==> src/rtl/cpu_pkg.sv <==
// Shared CPU pipeline definitions: forwarding select codes, register address
// width and the per-stage destination record used by the hazard logic.
package cpu_pkg;

  localparam int unsigned REG_AW = 5;
  localparam int unsigned FWD_W  = 2;

  // Operand mux select codes; 2'b11 is never produced.
  localparam logic [FWD_W-1:0] FWD_REGFILE = 2'b00;
  localparam logic [FWD_W-1:0] FWD_MEMWB   = 2'b01;
  localparam logic [FWD_W-1:0] FWD_EXMEM   = 2'b10;

  // Destination info carried alongside an in-flight instruction.
  typedef struct packed {
    logic              valid;
    logic [REG_AW-1:0] rd;
    logic              regwrite;
    logic              memread;
  } pipe_rec_t;

  // Empty pipeline slot.
  localparam pipe_rec_t PIPE_BUBBLE = '0;

endpackage

==> src/rtl/fwd_select.sv <==
// Forwarding select for one EX operand.
// Ports:
//   use_src            - consumer actually reads this operand
//   src                - consumer source register
//   ex_valid/ex_regwrite/ex_rd    - producer record now in EX (youngest)
//   mem_valid/mem_regwrite/mem_rd - producer record now in MEM
//   sel_c              - mux select for the next cycle (combinational)
//   ex_rd_eq_c         - raw EX destination equality, reused by the load-use check
module fwd_select #(
  parameter int unsigned REG_AW = 5
) (
  input  logic              use_src,
  input  logic [REG_AW-1:0] src,
  input  logic              ex_valid,
  input  logic              ex_regwrite,
  input  logic [REG_AW-1:0] ex_rd,
  input  logic              mem_valid,
  input  logic              mem_regwrite,
  input  logic [REG_AW-1:0] mem_rd,
  output logic [1:0]        sel_c,
  output logic              ex_rd_eq_c
);
  import cpu_pkg::FWD_REGFILE;
  import cpu_pkg::FWD_MEMWB;
  import cpu_pkg::FWD_EXMEM;

  logic ex_hit_c;
  logic mem_hit_c;

  // Producer match; register 0 is hardwired and never forwards.
  always_comb begin
    ex_rd_eq_c = (ex_rd == src);
    ex_hit_c   = ex_valid && ex_regwrite && (ex_rd != '0) && ex_rd_eq_c;
    mem_hit_c  = mem_valid && mem_regwrite && (mem_rd != '0) && (mem_rd == src);
  end

  // Youngest producer (EX/MEM) takes priority over the older one (MEM/WB).
  always_comb begin
    sel_c = FWD_REGFILE;
    if (use_src) begin
      if (ex_hit_c) begin
        sel_c = FWD_EXMEM;
      end else if (mem_hit_c) begin
        sel_c = FWD_MEMWB;
      end
    end
  end

endmodule

==> src/rtl/forward_ctrl_unit.sv <==
// Forwarding / load-use hazard controller for the 5-stage pipeline.
// Ports:
//   clk_i, rst_i        - clock (rising edge), synchronous active-low reset
//   id_*                - decoded fields of the instruction currently in ID
//   flush_i             - taken branch/jump kills the ID instruction
//   fwd_a_o / fwd_b_o   - registered ALU src A/B selects, valid while the
//                         consumer is in EX
//   stall_o             - combinational load-use stall (hold PC and IF/ID)
//   stall_cnt_o         - saturating count of stall cycles
module forward_ctrl_unit #(
  parameter int unsigned REG_AW = 5,
  parameter int unsigned CNT_W  = 16
) (
  input  logic              clk_i,
  input  logic              rst_i,
  input  logic              id_valid_i,
  input  logic [REG_AW-1:0] id_rs_i,
  input  logic [REG_AW-1:0] id_rt_i,
  input  logic              id_use_rs_i,
  input  logic              id_use_rt_i,
  input  logic [REG_AW-1:0] id_rd_i,
  input  logic              id_regwrite_i,
  input  logic              id_memread_i,
  input  logic              flush_i,
  output logic [1:0]        fwd_a_o,
  output logic [1:0]        fwd_b_o,
  output logic              stall_o,
  output logic [CNT_W-1:0]  stall_cnt_o
);
  import cpu_pkg::pipe_rec_t;
  import cpu_pkg::PIPE_BUBBLE;
  import cpu_pkg::FWD_REGFILE;

  localparam int unsigned      REC_AW  = cpu_pkg::REG_AW;
  localparam logic [CNT_W-1:0] CNT_MAX = '1;

  pipe_rec_t        ex_q;
  pipe_rec_t        mem_q;
  pipe_rec_t        ex_d;
  pipe_rec_t        mem_d;
  pipe_rec_t        id_rec_c;
  logic [1:0]       sel_a_c;
  logic [1:0]       sel_b_c;
  logic [1:0]       fwd_a_d;
  logic [1:0]       fwd_b_d;
  logic [CNT_W-1:0] cnt_d;
  logic             a_ex_eq_c;
  logic             b_ex_eq_c;
  logic             ex_load_c;
  logic             load_use_c;
  logic             unused_mem_memread;

  // The MEM record keeps memread so it mirrors the EX record; nothing here reads it.
  assign unused_mem_memread = mem_q.memread;

  // Pack the ID instruction into the record it will occupy in EX.
  always_comb begin
    id_rec_c          = PIPE_BUBBLE;
    id_rec_c.valid    = id_valid_i;
    id_rec_c.rd       = REC_AW'(id_rd_i);
    id_rec_c.regwrite = id_regwrite_i;
    id_rec_c.memread  = id_memread_i;
  end

  fwd_select #(
    .REG_AW (REG_AW)
  ) u_sel_a (
    .use_src      (id_use_rs_i),
    .src          (id_rs_i),
    .ex_valid     (ex_q.valid),
    .ex_regwrite  (ex_q.regwrite),
    .ex_rd        (REG_AW'(ex_q.rd)),
    .mem_valid    (mem_q.valid),
    .mem_regwrite (mem_q.regwrite),
    .mem_rd       (REG_AW'(mem_q.rd)),
    .sel_c        (sel_a_c),
    .ex_rd_eq_c   (a_ex_eq_c)
  );

  fwd_select #(
    .REG_AW (REG_AW)
  ) u_sel_b (
    .use_src      (id_use_rt_i),
    .src          (id_rt_i),
    .ex_valid     (ex_q.valid),
    .ex_regwrite  (ex_q.regwrite),
    .ex_rd        (REG_AW'(ex_q.rd)),
    .mem_valid    (mem_q.valid),
    .mem_regwrite (mem_q.regwrite),
    .mem_rd       (REG_AW'(mem_q.rd)),
    .sel_c        (sel_b_c),
    .ex_rd_eq_c   (b_ex_eq_c)
  );

  // Load-use hazard: a load in EX whose result the ID instruction reads.
  // A flush kills the consumer, so it suppresses the stall.
  always_comb begin
    ex_load_c  = ex_q.valid && ex_q.memread && (ex_q.rd != '0);
    load_use_c = id_valid_i && !flush_i && ex_load_c &&
                 ((id_use_rs_i && a_ex_eq_c) || (id_use_rt_i && b_ex_eq_c));
  end

  assign stall_o = load_use_c;

  // Next state: records always advance; a stall or flush injects a bubble
  // into EX and zeroes the selects so the bubble reads the register file.
  always_comb begin
    mem_d   = ex_q;
    ex_d    = id_rec_c;
    fwd_a_d = sel_a_c;
    fwd_b_d = sel_b_c;
    cnt_d   = stall_cnt_o;
    if (flush_i || load_use_c) begin
      ex_d    = PIPE_BUBBLE;
      fwd_a_d = FWD_REGFILE;
      fwd_b_d = FWD_REGFILE;
    end
    if (load_use_c && (stall_cnt_o != CNT_MAX)) begin
      cnt_d = stall_cnt_o + CNT_W'(1);
    end
  end

  // State registers with synchronous active-low reset.
  always_ff @(posedge clk_i) begin
    if (!rst_i) begin
      ex_q        <= PIPE_BUBBLE;
      mem_q       <= PIPE_BUBBLE;
      fwd_a_o     <= FWD_REGFILE;
      fwd_b_o     <= FWD_REGFILE;
      stall_cnt_o <= '0;
    end else begin
      ex_q        <= ex_d;
      mem_q       <= mem_d;
      fwd_a_o     <= fwd_a_d;
      fwd_b_o     <= fwd_b_d;
      stall_cnt_o <= cnt_d;
    end
  end

endmodule

==> config.mk <==
export PLATFORM = sky130hd
export DESIGN_NAME = forward_ctrl_unit
export DESIGN_NICKNAME = d
export VERILOG_FILES = /design/src/rtl/cpu_pkg.sv /design/src/rtl/fwd_select.sv /design/src/rtl/forward_ctrl_unit.sv
export SDC_FILE = /design/constraint.sdc
export NUM_CORES = 1
export LEC_CHECK = 0
export ABC_AREA = 1
export ABC_CLOCK_PERIOD_IN_PS = 1450
export BUFFER_PORTS_ARGS = -buffer_cell sky130_fd_sc_hd__buf_4
export CELL_PAD_IN_SITES_DETAIL_PLACEMENT = 1
export CELL_PAD_IN_SITES_GLOBAL_PLACEMENT = 1
export CORE_MARGIN = 2
export CORE_UTILIZATION = 34
export DETAILED_ROUTE_END_ITERATION = 8
export PLACE_DENSITY_LB_ADDON = 0.12
export SLEW_MARGIN = 20
export SYNTH_ARGS = -nofsm -noshare
export SYNTH_HDL_FRONTEND = slang
export SYNTH_HIERARCHICAL = 1
export SYNTH_SLANG_ARGS = --single-unit
export TNS_END_PERCENT = 5
==> constraint.sdc <==
create_clock -name clk_i -period 1.45 [get_ports clk_i]
set_input_delay 0.0725 -clock clk_i [delete_from_list [all_inputs] [get_ports clk_i]]
set_output_delay 0.0725 -clock clk_i [all_outputs]
set_load 0.05 [all_outputs]
==> flow_metrics.py <==
metrics = {
    "sta": {
        "finalMaxSlewViolations": 0,
        "worst_slack_ns": -0.307,
        "period_needed_ns": 1.76,
        "timing.hold.ws_ns": 0.00112,
        "grt_setup_unrepaired": "yes",
        "setup_violations": 29,
        "tightest_slew_ns": 0.254,
        "skew_ns": 0.0102,
        "max_freq_mhz": 569,
        "tns_ns": -5.38,
        "finalCritPeriodShare_pct": 121,
        "relSlewSlack_pct": 83.0,
        "hold_viol": 0,
    },
    "routing": {
        "wire_per_inst_um": 13.4,
        "drt-initial-drc-count": 68,
        "via_per_inst": 4.59,
        "vias": 2343,
        "dr.pass1.iters": 4,
        "ant_nets": 0,
        "drt-total-wl_mm": 6.84,
        "drc_errors": 0,
    },
    "final_layout": {
        "drive_gt1_share_pct": 39.9,
        "fin_nets": 457,
        "n_antenna_cell": 0,
        "utilization_pct": 50.4,
        "num-fill-cells": 850,
        "fin_cells": 511,
        "final_area_um2": 3150,
        "area_growth_pct": 45.4,
    },
    "yosys": {
        "yosysWarnings": 6,
        "synth.largest_area_cell": "dfxtp_1",
        "avgSynthCellArea_um2": 6.27,
        "synth_cell_type_count": 28,
        "syn_nets": 369,
        "synth_area_um2": 2160,
        "ys_ff_latch": 35,
        "syn_inst": 345,
        "post-synth-top-count-cell": "nand2_1",
        "synth-edff-count": 0,
        "synth_area_leaders": "dfxtp_1 32%, nand2_1 20%, inv_1 9.7%",
        "synth_flop_cell": "dfxtp_1",
        "synth_top_area_share_pct": 32.4,
        "ys_async_sr_fraction_pct": 0,
        "ys_seq_area_share_pct": 32.4,
        "synth_common_cells": "113 x nand2_1, 56 x inv_1, 54 x nor2_1",
    },
    "floorplanning": {
        "die_w_um": 83.8,
        "core_um2": 6240,
        "die-area_um2": 7020,
        "dieHeight_um": 83.8,
        "rows": 29,
        "initial_utilization_pct": 34.7,
        "io_pins": 44,
    },
    "global_route": {
        "grt_overflow": 0,
        "track_usage_pct": 20.0,
        "antenna_found_initial": 0,
        "grt_max_degree": 16,
        "grt_first_pass_wirelength_mm": 11.2,
        "grt_pass1_vias": 2458,
    },
    "status": {
        "violations": "setup timing",
        "status": "finished, violations left",
    },
    "critical_path": {
        "endpoint": "stall_o",
        "worstPathRequired_ns": 1.38,
        "crit_fanout": 5,
        "r2r-end": "fwd_a_o[0]",
        "path_common_cell": "nand2_2",
        "crit_slowest_cell": "dfxtp_4",
        "rrSetupSlack_ns": -0.24,
        "cpPeakStageDelay_ns": 0.39,
        "cp-end-kind": "output pin",
        "start_kind": "register",
        "rr_startpoint": "ex_q[3]",
        "reg2reg_depth": 14,
        "path_class": "reg -> out",
        "worstPathArrival_ns": 1.68,
        "critPathLaunch": "ex_q[3]",
        "path_cells": "inv_4 > nand2_2 > nand2_2 > nor2_2 > nand3_2 > inv_2 > nand2_2 > nand2_2 > nand3_4 > inv_8 > buf_6 > buf_8",
    },
    "clock_network": {
        "cts.sinks": 35,
        "cts_buffer_depth": 2,
        "cts_tree": "yes",
        "path_clk_slew_ns": 0.08,
        "cts_root_buffer": "clkbuf_8",
        "clk_latency_ns": 0.29,
        "cts_buffers": 5,
        "cts_max_level": 2,
    },
    "power": {
        "p_per_area_nw_per_um2": 672,
        "peakVddDrop_uv": 312,
        "p_leak_nw": 1.51,
    },
    "placement": {
        "gp_congestion": 0.785,
        "placed_area_um2": 2860,
        "numPortBuffers": 43,
        "dp_hpwl_mm": 5.02,
        "placed_cells": 491,
    },
    "flow_run": {
        "maxCapViolations": 0,
    },
    "worst_hold_path": {
        "hold_path_class": "in -> reg",
    },
}
==> metrics by stage <==
stage / setup slack [ns] / power, mW
floorplan: -0.143 / 1.11
global placement: -0.210 / 1.23
detailed placement: -0.265 / 1.24
CTS: -0.323 / 2.12
global route: -0.410 / 2.22
finish: -0.307 / 2.11
==> critical path: cells and delay by family (launching register included) <==
kind                   cells  cell delay (ns)
buffers and inverters      5             0.41
DFF                        1             0.39
and+or+nand+nor            7             0.57
==> area by class of cell <==
cell class,instances,area (µm²),share of cell area [%]
Inverter,63,246,7.84
Multi-Input combinational cell,242,1270,40.3
Tap cell,77,96.3,3.06
Clock inverter,1,5.00,0.159
Timing Repair Buffer,86,683,21.7
Clock buffer,7,108,3.42
Sequential cell,35,738,23.5
==> what timing repair did <==
| action | 4_1_cts | 5_1_grt |
|---|---|---|
| endpoints found under the setup margin | 29 | 29 |
| endpoints found under the hold margin | 3 | 1 |
| gates resized for setup | 9 | 16 |
| buffers inserted | 6 | 2 |
| hold buffers | 3 | 1 |
| pin swaps | 9 | 7 |
==> state kept, by name (all words and copies together) (netlist names) <==
| register | cells |
|---|---|
| stall_cnt_o | 16 |
| fwd_b_o | 2 |
| ex_q | 8 |
| mem_q | 7 |
| fwd_a_o | 2 |
==> where the power goes <==
group	internal, mW	switching, mW
logic	0.124	0.134
registers	0.968	0.0159
clock network	0.488	0.385
total	1.58	0.535
==> placed cells by master (no fill, tap or decap), types with 2 or more instances in the layout <==
cell / netlist / routed
buf_6: 1 / 2
xnor2_1: 3 / 3
o21ai_1: 2 / 2
nor3_2: 3 / 2
nand2_2: 7 / 25
dfxtp_4: 0 / 5
clkinv_1: 3 / 3
a21oi_1: 6 / 6
xor2_1: 5 / 5
nor2_4: 3 / 3
dlygate4sd3_1: 0 / 4
nand3_2: 4 / 3
nand3_1: 14 / 14
dfxtp_1: 35 / 15
a21oi_2: 8 / 8
dfxtp_2: 0 / 15
nor2_1: 54 / 52
nand4_1: 7 / 7
nand2_1: 113 / 94
inv_2: 4 / 6
buf_4: 0 / 78
nor2_2: 6 / 8
clkbuf_8: 0 / 6
inv_1: 56 / 52
==> cell families after synthesis <==
kind of cell | Yosys count | share of synthesized area [%]
flops | 35 | 32.4
buf+inv | 68 | 12.7
xor+xnor | 8 | 3.24
simple gates | 216 | 45.8
compound gates | 17 | 5.32
fa+ha+maj | 1 | 0.578
==> metal layers <==
| layer | routed length (µm) | vias to the layer above | track usage [%] |
|---|---|---|---|
| met5 | 0 | - | 0 |
| met4 | 180 | 0 | 7.18 |
| met3 | 211 | 13 | 3.76 |
| met2 | 3650 | 39 | 38.1 |
| met1 | 2790 | 1087 | 21.8 |
| li1 | - | 1204 | - |
==> worst min-delay path by stage <==
stage,startpoint,endpoint,slack (ns),depth (start not counted)
2_1_floorplan,id_rd_i[0],ex_q[2],0.18,2
3_3_place_gp,id_regwrite_i,ex_q[1],0.29,3
3_5_place_dp,id_rd_i[4],ex_q[6],0.30,3
4_1_cts,id_rd_i[4],ex_q[6],0.0001,3
5_1_grt,id_rd_i[3],ex_q[5],0.02,3
6_report,id_rd_i[4],ex_q[6],0.001,3
No activity file was read; power rests on OpenSTA's default activity.
